===== config.mk =====
export PLATFORM = sky130hd
export DESIGN_NAME = imm_ext_arbiter
export DESIGN_NICKNAME = d
export VERILOG_FILES = /design/src/rtl/imm_ext_arbiter.sv
export SDC_FILE = /design/constraint.sdc
export NUM_CORES = 1
export LEC_CHECK = 0
export CAP_MARGIN = 20
export CORE_AREA = 4 4 47 49
export DETAILED_ROUTE_END_ITERATION = 8
export DIE_AREA = 0 0 51 53
export PLACE_DENSITY = 0.7
export SYNTH_ARGS = -nofsm -noshare
export SYNTH_HDL_FRONTEND = slang
export SYNTH_SLANG_ARGS = --single-unit

===== constraint.sdc =====
create_clock -name clock -period 1 [get_ports clock]
set_input_delay 0.2 -clock clock [delete_from_list [all_inputs] [get_ports clock]]
set_output_delay 0.2 -clock clock [all_outputs]
set_load 0.05 [all_outputs]

===== src/rtl/imm_ext_arbiter.sv =====
// Round-robin share of one sign/zero immediate extender between the
// branch-offset (0) and ALU-immediate (1) requesters, with a registered slot.
module imm_ext_arbiter #(
  parameter int IN_W  = 4,
  parameter int OUT_W = 16
) (
  input  logic             clock,
  input  logic             reset,
  input  logic             req0_valid,
  input  logic [IN_W-1:0]  req0_data,
  input  logic             req0_signed,
  output logic             req0_ready,
  input  logic             req1_valid,
  input  logic [IN_W-1:0]  req1_data,
  input  logic             req1_signed,
  output logic             req1_ready,
  output logic             rsp_valid,
  output logic [OUT_W-1:0] rsp_data,
  output logic             rsp_id,
  input  logic             rsp_ready
);

  localparam int EXT_W = OUT_W - IN_W;

  if (IN_W < 2 || IN_W >= OUT_W) begin : g_bad_width
    $error("imm_ext_arbiter: IN_W must be >= 2 and < OUT_W");
  end

  logic             last_grant;
  logic             slot_free;
  logic             grant0;
  logic             grant1;
  logic             take;
  logic             sel_signed;
  logic [IN_W-1:0]  sel_data;
  logic [OUT_W-1:0] ext_data;

  assign slot_free = !rsp_valid || rsp_ready;

  // On a tie the requester that did not win last time is granted.
  assign grant0 = req0_valid && (!req1_valid || last_grant);
  assign grant1 = req1_valid && (!req0_valid || !last_grant);

  assign req0_ready = !reset && slot_free && grant0;
  assign req1_ready = !reset && slot_free && grant1;

  assign take = req0_ready || req1_ready;

  always_comb begin
    sel_data   = req0_data;
    sel_signed = req0_signed;
    if (req1_ready) begin
      sel_data   = req1_data;
      sel_signed = req1_signed;
    end
  end

  assign ext_data = {{EXT_W{sel_signed & sel_data[IN_W-1]}}, sel_data};

  always_ff @(posedge clock) begin
    if (reset) begin
      rsp_valid  <= 1'b0;
      rsp_data   <= '0;
      rsp_id     <= 1'b0;
      last_grant <= 1'b1;
    end else if (take) begin
      rsp_valid  <= 1'b1;
      rsp_data   <= ext_data;
      rsp_id     <= req1_ready;
      last_grant <= req1_ready;
    end else if (rsp_ready) begin
      rsp_valid  <= 1'b0;
    end
  end

endmodule


==> flow_summary.yaml, run 1 <==
timing:
  maxSlewHeadroom_pct: 81.40
  worst_slew_pin_slew_ps: 277.8
  rsz0062_at_grt: "true"
  finalSetupViolations: 20
  final-hold-violation-count: 0
  finalSetupTns_ps: -2681
  fin_crit_ps: 1306
  min_period_over_period_pct: 130.6
  fmax_mhz: 765.4
  layout_setup_ws_ps: -306.4
  fin_skew_ps: 3.787
  slew_violations: 0
cts:
  cts.path.max_buffers: 2
  clock_sinks: 8
  hold_buffers: 0
  cts_tree: "built"
  clkTransAtPathRegs_ps: 50
  clock-root-buffer: "clkbuf_4"
  htreeDepth: 1
  clkLatencyLatePin_ps: 250
  numCtsBuffers: 3
yosys:
  synthTopCellsByArea: "dfxtp_1, buf_4, a211oi_2"
  synthesis.area_sq_um: 513.0
  synth-edff-count: 0
  synth_nets: 71
  async_flop_share_pct: 0
  ys_seq_elements: 8
  synth_top_area_share_pct: 31.22
  synth_most_common_cell: "buf_4"
  synth_commonest_cells: "buf_4, dfxtp_1, a31oi_1, a211oi_2, mux2i_1"
  postSynthAreaPerCell_sq_um: 9.161
  synth_area_leader_cell: "dfxtp_1"
  yosysUniqueCellTypes: 22
  synth-main-ff-cell: "dfxtp_1"
  netlist_instances: 56
  yosysWarnings: 0
  ys_seq_area_share_pct: 31.22
setup_path:
  critPathLaunchType: "flop"
  cp.arrival_ps: 1110
  critPathRequiredTime_ps: 800
  critPathCaptureType: "output port"
  path_class: "flop to output port"
  crit_fanout: 3
cells_and_area:
  nets: 116
  n_antenna_cell: 0
  layout-drive-gt1-share_pct: 66.67
  final_util_pct: 68.75
  area_growth_pct: 149.5
grt:
  antenna_found_initial: 0
  grt_start_max_net_pins: 8
  track_usage_pct: 13.04
  grt_pass1_vias: 624
  grt_pass1_wl_um: 2587
  overflow: 0
routing:
  viasPerCell: 4.706
  avgRoutedWirePerCell_um: 13.53
  drc: 0
  ant_nets: 0
  num_vias: 593
  first_pass_iters: 4
  drt-initial-drc-count: 9
  drt_wl_total_um: 1705
placed_design:
  routabilityCongestion: 0.6989
  portBuffers: 34
  hpwl_um: 1351
power:
  irDropWorstVdd_uv: 873.6
  power_frac_seq_pct: 26.3
  power.density_nw_per_um2: 1129
  internal_power_uw: 913.3
  p_sw_uw: 531.9
  leakage_uw: 0.0005253
  pwr-share-comb_pct: 56.7
  clockPowerShare_pct: 17.0
  p_sw_share_pct: 36.80
floorplanning:
  rows: 16
  start_util_pct: 27.55
  fp.dieH_um: 53
  pin_count: 35
  die_w_um: 51
  dieArea_sq_um: 2703
  core_area_sq_um: 1862
run_status:
  status: "finished, violations left"
  violations: "negative setup slack"
job:
  cap_viol_max_count: 0
worst_hold_path:
  hp-class: "input pin to flop"
-- worst max-delay path: stages (launching register included) --
cell	delay, ps
dfxtp_4	350
nor2b_4	140
nor3_4	210
buf_12	160
-- power by group through the flow --
stage | clock network [uW] | registers (uW) | logic (uW)
after floorplan | 0 | 453 | 315
after global placement | 0 | 381 | 763
after detailed placement | 0 | 383 | 774
after CTS | 257 | 378 | 791
after global routing | 279 | 383 | 847
final | 246 | 380 | 819
-- cell type report --
type                            count  area (sq um)
Clock buffer                        3         22.52
Tap cell                           27         33.78
Sequential cell                     8         176.4
Timing Repair Buffer               54         729.5
Multi-Input combinational cell     31         306.5
Inverter                            3         11.26
Fill cell                         130         581.8
-- sequential cells by signal (all words and copies together) (netlist names) --
signal / count
rsp_data: 5
rsp_id: 1
last_grant: 1
rsp_valid: 1
-- cells by family after synthesis --
logic type / synth area share [%]
buffers and inverters: 20.97
multiplexers: 7.805
flip-flops: 31.22
AO/OA/AOI/OAI: 27.80
AND/OR/NAND/NOR: 12.20
-- layout by cell type (no fill, tap or decap) --
cell and n:
buf_4 12, a311oi_2 1, a211oi_2 4, clkdlybuf4s50_1 10
or2_4 1, a21boi_4 1, clkbuf_2 1, o21ai_1 3
mux2i_4 1, buf_6 6, nand3b_1 1, mux2i_2 2
inv_1 3, buf_12 22, o311ai_1 1, nand3_1 2
clkbuf_4 3, nand2_1 1, and3_4 2, nor2b_4 1
nand2b_4 1, a31oi_1 6, a21oi_1 1, dfxtp_4 3
nor3_4 1, mux2i_1 1, dlygate4sd2_1 3, dfxtp_2 4
dfxtp_1 1
-- stage by stage --
stage	setup WS [ps]	cells	total power [uW]	hold slack, ps	cell area [sq um]
CTS	-324.1	125	1426	412.9	1235
global placement	-565.7	119	1144	510.4	1176
floorplan	-150.0	56	767.7	351.9	563.0
global route	-360.4	126	1509	356.0	1280
finish	-306.4	126	1445	325.2	1280
detailed placement	-637.5	119	1157	516.4	1176
-- per-layer routing --
metal,global-route usage [%],routed length [um],up-vias
met1,12.79,692,278
met5,0,0,-
met2,23.39,845,28
li1,-,-,280
met3,2.817,91,7
met4,10.76,76,0
-- worst paths after layout --
path,cells past startpoint,end,slack [ps],startpoint
max reg2reg,5,rsp_data[3],-160,last_grant
max,3,req0_ready,-310,rsp_valid
min,3,rsp_valid,330,req0_valid
min reg2reg,2,rsp_id,520,rsp_id
-- what timing repair did --
item | in CTS | in global routing
buffers inserted | 3 | 1
resized for setup | 10 | 14
setup endpoints to repair | 24 | 25
pin swaps | 2 | 9
Power figures use the tool's default switching activity.
==> run 2, diff against run 1 <==
--- a/config.mk
+++ b/config.mk
@@ -9,6 +9,7 @@
 export CORE_AREA = 4 4 47 49
 export DETAILED_ROUTE_END_ITERATION = 8
 export DIE_AREA = 0 0 51 53
+export HOLD_SLACK_MARGIN = 0.06
 export PLACE_DENSITY = 0.7
 export SYNTH_ARGS = -nofsm -noshare
 export SYNTH_HDL_FRONTEND = slang
==> results of run 2 <==
No change in the layout: final DEF, timing and power equal those of run 1.
